===== src/rtl/brp_pkg.sv =====
// Shared types for the branch resolve path.
//   brp_state_t : resolve FSM state (RUN accepts traffic, FLUSH drops one wrong-path cycle)
//   PC_INC      : fall-through distance for a not-taken branch
//   brp_entry_t : one in-flight branch at the default 32-bit PC width
package brp_pkg;

    typedef enum logic {
        RUN   = 1'b0,
        FLUSH = 1'b1
    } brp_state_t;

    localparam int PC_INC   = 4;
    localparam int BRP_PC_W = 32;

    typedef struct packed {
        logic [BRP_PC_W-1:0] pc;
        logic [BRP_PC_W-1:0] target;
        logic                taken;
    } brp_entry_t;

endpackage


===== src/rtl/brq_fifo.sv =====
// In-order queue of in-flight predicted branches.
//   clk, rst : clock, synchronous active-high reset
//   push/din : write an entry at the tail (ignored when full)
//   pop      : retire the head entry (ignored when empty)
//   clear    : drop every entry; wins over push/pop in the same cycle
//   dout     : head entry (combinational read)
//   count    : occupancy; full/empty are derived from it
module brq_fifo
    import brp_pkg::*;
#(
    parameter int DEPTH = 4,
    parameter int W     = 2 * BRP_PC_W + 1
) (
    input  logic                         clk,
    input  logic                         rst,
    input  logic                         push,
    input  logic [W-1:0]                 din,
    input  logic                         pop,
    input  logic                         clear,
    output logic [W-1:0]                 dout,
    output logic [$clog2(DEPTH+1)-1:0]   count,
    output logic                         full,
    output logic                         empty
);
    localparam int AW = $clog2(DEPTH);
    localparam int CW = $clog2(DEPTH + 1);

    logic [W-1:0]  mem [DEPTH];
    logic [AW-1:0] wr_ptr, rd_ptr;
    logic          push_ok, pop_ok;

    assign full    = (count == CW'(DEPTH));
    assign empty   = (count == '0);
    assign push_ok = push && !full;
    assign pop_ok  = pop && !empty;
    assign dout    = mem[rd_ptr];

    // DEPTH is a power of two, so pointers wrap by plain overflow.
    always_ff @(posedge clk) begin
        if (rst || clear) begin
            wr_ptr <= '0;
            rd_ptr <= '0;
            count  <= '0;
        end else begin
            if (push_ok) wr_ptr <= wr_ptr + 1'b1;
            if (pop_ok)  rd_ptr <= rd_ptr + 1'b1;
            case ({push_ok, pop_ok})
                2'b10:   count <= count + 1'b1;
                2'b01:   count <= count - 1'b1;
                default: count <= count;
            endcase
        end
    end

    // Storage needs no reset; occupancy guards every read.
    always_ff @(posedge clk) begin
        if (push_ok && !clear) mem[wr_ptr] <= din;
    end

endmodule


===== src/rtl/branch_resolve_unit.sv =====
// Resolution end of the 2-bit predictor path. Predicted branches queue up in
// order; each resolve retires the oldest one, sends a one-cycle update to the
// predictor and, on a mispredict, flushes the queue and redirects fetch.
//   clk, rst                          : clock, synchronous active-high reset
//   pred_valid/taken/pc/target, ready : enqueue side from fetch
//   res_valid/taken/target            : actual outcome of the oldest branch
//   upd_valid/taken/pc                : registered update pulse to the predictor
//   flush, redirect_pc                : registered mispredict pulse and correct PC
//   mispredict_cnt                    : saturating mispredict count
//   inflight                          : queue occupancy
//   res_err                           : sticky, resolve seen with an empty queue
module branch_resolve_unit
    import brp_pkg::*;
#(
    parameter int DEPTH = 4,
    parameter int PC_W  = 32,
    parameter int CNT_W = 16
) (
    input  logic                         clk,
    input  logic                         rst,
    input  logic                         pred_valid,
    input  logic                         pred_taken,
    input  logic [PC_W-1:0]              pred_pc,
    input  logic [PC_W-1:0]              pred_target,
    output logic                         pred_ready,
    input  logic                         res_valid,
    input  logic                         res_taken,
    input  logic [PC_W-1:0]              res_target,
    output logic                         upd_valid,
    output logic                         upd_taken,
    output logic [PC_W-1:0]              upd_pc,
    output logic                         flush,
    output logic [PC_W-1:0]              redirect_pc,
    output logic [CNT_W-1:0]             mispredict_cnt,
    output logic [$clog2(DEPTH+1)-1:0]   inflight,
    output logic                         res_err
);
    typedef struct packed {
        logic [PC_W-1:0] pc;
        logic [PC_W-1:0] target;
        logic            taken;
    } entry_t;

    brp_state_t state;
    entry_t     wr_e, head;
    logic       full, empty;
    logic       run, do_enq, res_ok, mispred;

    assign run        = (state == RUN);
    // No same-cycle bypass: a full queue refuses even if the head pops now.
    assign pred_ready = !full && run;
    assign do_enq     = pred_valid && pred_ready;
    // Wrong-path resolves during FLUSH are dropped silently.
    assign res_ok     = res_valid && run && !empty;
    assign mispred    = res_ok && ((head.taken != res_taken) ||
                                   (res_taken && (head.target != res_target)));

    assign wr_e = '{pc: pred_pc, target: pred_target, taken: pred_taken};

    brq_fifo #(
        .DEPTH (DEPTH),
        .W     ($bits(entry_t))
    ) u_fifo (
        .clk   (clk),
        .rst   (rst),
        .push  (do_enq),
        .din   (wr_e),
        .pop   (res_ok),
        .clear (mispred),
        .dout  (head),
        .count (inflight),
        .full  (full),
        .empty (empty)
    );

    always_ff @(posedge clk) begin
        if (rst) begin
            state          <= RUN;
            upd_valid      <= 1'b0;
            upd_taken      <= 1'b0;
            upd_pc         <= '0;
            flush          <= 1'b0;
            redirect_pc    <= '0;
            mispredict_cnt <= '0;
            res_err        <= 1'b0;
        end else begin
            upd_valid <= res_ok;
            flush     <= mispred;
            if (res_ok) begin
                upd_taken <= res_taken;
                upd_pc    <= head.pc;
            end
            if (mispred) begin
                redirect_pc <= res_taken ? res_target : head.pc + PC_W'(PC_INC);
                if (mispredict_cnt != '1) mispredict_cnt <= mispredict_cnt + 1'b1;
            end
            if (res_valid && run && empty) res_err <= 1'b1;
            // FLUSH lasts exactly one cycle.
            state <= mispred ? FLUSH : RUN;
        end
    end

endmodule


===== config.mk =====
export PLATFORM = sky130hd
export DESIGN_NAME = branch_resolve_unit
export DESIGN_NICKNAME = d
export VERILOG_FILES = /design/src/rtl/brp_pkg.sv /design/src/rtl/brq_fifo.sv /design/src/rtl/branch_resolve_unit.sv
export SDC_FILE = /design/constraint.sdc
export NUM_CORES = 1
export LEC_CHECK = 0
export BUFFER_PORTS_ARGS = -buffer_cell sky130_fd_sc_hd__clkbuf_2
export CAP_MARGIN = 20
export CORE_MARGIN = 2
export CORE_UTILIZATION = 50
export DETAILED_ROUTE_END_ITERATION = 10
export PLACE_DENSITY = 0.81
export SYNTH_ARGS = -nofsm -noshare
export SYNTH_HDL_FRONTEND = slang
export SYNTH_SLANG_ARGS = --single-unit

===== constraint.sdc =====
create_clock -name clk -period 10.2 [get_ports clk]
set_input_delay 0 -clock clk [delete_from_list [all_inputs] [get_ports clk]]
set_output_delay 0 -clock clk [all_outputs]
set_load 0.05 [all_outputs]

==> results.sh <==
export IMPL_die_area_mm2=0.0302
export IMPL_critPathMaxStageDelay_ns=0.97
export IMPL_netlist_instances=985
export IMPL_crit_fanout=43
export IMPL_skew_ns=0.0214
export IMPL_cts_sinks=353
export IMPL_critical_path_cell_count=9
export IMPL_antenna_found_initial=1
export IMPL_synth_avg_cell_area_um2=14.6
export IMPL_nNetsFinal=1369
export IMPL_synth_top_area_cell="edfxtp_1"
export IMPL_synth_net_count=1095
export IMPL_layout_drive_gt1_share_pct=26.6
export IMPL_cts_tree="built"
export IMPL_num_vias=9371
export IMPL_clk_pin_slew_ns=0.06
export IMPL_post_route_util_pct=62.2
export IMPL_setup_ws_ns=4.44
export IMPL_post_route_period_util_pct=56.4
export IMPL_worstSetupPathType="reg2reg"
export IMPL_yosys_area_top_type_share_pct=54.2
export IMPL_core_mm2=0.0285
export IMPL_grt_pass1_wl_um=53800
export IMPL_ys_seq_area_share_pct=67.1
export IMPL_cts_buffers=37
export IMPL_grt_pass1_vias=9432
export IMPL_r2r_cells=9
export IMPL_io_buffers=189
export IMPL_fillers=2108
export IMPL_cts_setup_buffers=0
export IMPL_grt_use_total_pct=23.1
export IMPL_die_y_um=174
export IMPL_vdd_ir_drop_max_v=0.000206
export IMPL_place_gp_congestion=0.817
export IMPL_initial_core_util_pct=50.5
export IMPL_powerDensity_mw_per_mm2=263
export IMPL_cp_cell_sequence="buf_4, mux4_2, xnor2_1, nand4_1, nor4_1, nand4_1, nand2_1, and3_2, buf_4"
export IMPL_num_io_pins=190
export IMPL_yosysWarnings=0
export IMPL_rows=62
export IMPL_timing_slew_headroom_pct=26.8
export IMPL_period_needed_ns=5.76
export IMPL_grt_ovfl_total=0
export IMPL_max_freq_mhz=174
export IMPL_h_tree_depth=2
export IMPL_required_ns=10.37
export IMPL_routed_wl_um=34900
export IMPL_dieWidth_um=174
export IMPL_status="completed"
export IMPL_ys_seq_elements=353
export IMPL_place_worst_setup_slack_ns=4.51
export IMPL_ff_latch_area_mm2=0.00968
export IMPL_insertion_delay_ns=0.53
export IMPL_finalMaxSlewViolations=0
export IMPL_power_leakage_uw=0.00628
export IMPL_start_kind="flip-flop"
export IMPL_async_flop_share_pct=0
export IMPL_holdPathStages=5
export IMPL_ant_nets=0
export IMPL_clockBufferDepth=3
export IMPL_cp_end_kind="flip-flop"
export IMPL_crit_buf_inv=2
export IMPL_via_per_inst=5.60
export IMPL_multi_input_area_mm2=0.00441
export IMPL_worst_slew_pin_slew_ns=1.09
export IMPL_synthesis_area_mm2=0.0144
export IMPL_hpwl_um=23100
export IMPL_cts_root_buf="clkbuf_16"
export IMPL_drt_iter0_markers=855
export IMPL_grt_max_degree=100
export IMPL_yosys_top_cells_area="edfxtp_1, dfxtp_1, mux4_2"
export IMPL_rsz0062_at_grt="false"
export IMPL_synth_flop_cell="edfxtp_1"
export IMPL_cp_top_family="simple AND/OR/NAND/NOR gates"
export IMPL_fin_tns_setup_ns=0
export IMPL_maxCapViolations=0
export IMPL_yosysUniqueCellTypes=58
export IMPL_area_growth_pct=23.3
export IMPL_setup_viol=0
export IMPL_synth_edf_count=260
export IMPL_drcViolationCount=0
export IMPL_critPathArrivalTime_ns=5.93
export IMPL_post_drt_wl_per_cell_um=20.8
export IMPL_hold_path_class="in2reg"
export IMPL_crit_slowest_cell="and3_2"
export IMPL_first_pass_iters=7
export IMPL_hold_viol=0
export IMPL_cts_resized=0
-- power by group --
| part | switching, uW | leakage (uW) | internal, uW | total, uW |
|---|---|---|---|---|
| combinational | 901 | 0.00254 | 488 | 1390 |
| clock | 551 | 0.000611 | 790 | 1340 |
| sequential | 122 | 0.00314 | 1810 | 1940 |
| total | 1570 | 0.00628 | 3090 | 4670 |
-- final timing paths --
check                                         end            from  slack (ns)
worst max register to register  u_fifo.mem[2][49]       flip-flop        4.44
worst max-delay path            u_fifo.mem[2][49]       flip-flop        4.44
worst min register to register         upd_pc[26]      upd_pc[26]        0.45
worst min-delay path              redirect_pc[15]  res_target[15]        0.02
-- per-stage QoR --
stage | hold WS (ns) | power (uW) | instance area (um^2) | cells
finish | 0.0221 | 4670 | 17800 | 1673
global route | 0.0148 | 4860 | 17800 | 1673
CTS | 0.00496 | 4690 | 17800 | 1671
detailed placement | 0.222 | 3320 | 15700 | 1516
global placement | 0.218 | 3280 | 15700 | 1516
floorplan | 0.0989 | 2980 | 14400 | 985
-- cells in the mapped netlist (3+ instances only) --
| library cell | n |
|---|---|
| buf_1 | 5 |
| a21oi_1 | 53 |
| nor4_1 | 4 |
| mux2_2 | 6 |
| a211oi_1 | 3 |
| inv_1 | 20 |
| xnor2_1 | 38 |
| nand3b_1 | 4 |
| nor2_1 | 60 |
| buf_6 | 4 |
| buf_2 | 11 |
| nand2_1 | 119 |
| ha_1 | 7 |
| o31ai_1 | 3 |
| o21ai_1 | 13 |
| clkbuf_1 | 24 |
| nor2b_1 | 9 |
| o21ai_0 | 21 |
| buf_4 | 6 |
| dfxtp_1 | 93 |
| and3_1 | 9 |
| mux2i_1 | 39 |
| nand3_1 | 20 |
| or4_1 | 3 |
| edfxtp_1 | 260 |
| nand4_1 | 15 |
| mux4_2 | 60 |
| nand2b_1 | 7 |
| and2_1 | 5 |
| xor2_1 | 26 |
| nor3_1 | 5 |
-- routing by layer --
metal | global-route usage [%] | up-vias | share of wire [%]
met4 | 6.44 | 0 | 2.2
li1 | - | 4234 | -
met5 | 0 | - | 0
met1 | 30.9 | 4642 | 40
met3 | 4.47 | 57 | 7.8
met2 | 39.0 | 438 | 50
-- cell families (layout without fill, tap and decap cells) --
kind of cell	count (synthesis)	in the layout	share of synthesized area (%)
flops	353	353	67.1
simple gates	273	273	8.99
compound gates	109	109	4.27
mux	106	106	12.6
buf+inv	72	375	2.34
xor+xnor	64	64	3.89
fa+ha+maj	8	8	0.747
other cells	0	1	0
-- layout make-up --
type | instances | share of cell area (%)
Antenna cell | 1 | 0.0141
Clock buffer | 42 | 5.43
Clock inverter | 26 | 1.51
Inverter | 21 | 0.444
Multi-Input combinational cell | 560 | 24.8
Sequential cell | 353 | 54.5
Tap cell | 384 | 2.70
Timing Repair Buffer | 286 | 10.6
-- sequential cells by signal, summed over array words and instances, names as in the netlist, named ones only --
| register | count |
|---|---|
| u_fifo.wr_ptr | 2 |
| flush | 1 |
| mispredict_cnt | 16 |
| u_fifo.rd_ptr | 2 |
| upd_pc | 32 |
| u_fifo.mem | 260 |
| u_fifo.count | 3 |
| redirect_pc | 32 |
| upd_valid | 1 |
| res_err | 1 |
| upd_taken | 1 |
-- cells in the final DEF, fill, tap and decap left out, drive strengths merged, types with 23 or more instances in the layout --
cell,Yosys,routed
nand2,119,119
o21ai,34,34
dfxtp,93,93
nor2,61,61
clkbuf,25,230
xor2,26,26
a21oi,53,53
dlygate4sd3,0,87
xnor2,38,38
inv,21,23
mux2i,39,39
mux4,60,60
edfxtp,260,260
-- worst min-delay path: cells and delay by family --
kind            cells  cell delay, ns
mux                 1            0.10
compound gates      1            0.11
simple gates        2            0.15
buf+inv             1            0.15
-- timing repair --
action                                  CTS  global route
hold buffers                             87             0
hold endpoints to repair                282             0
endpoints found under the setup margin    0             0
(Power assumes the default switching activity.)
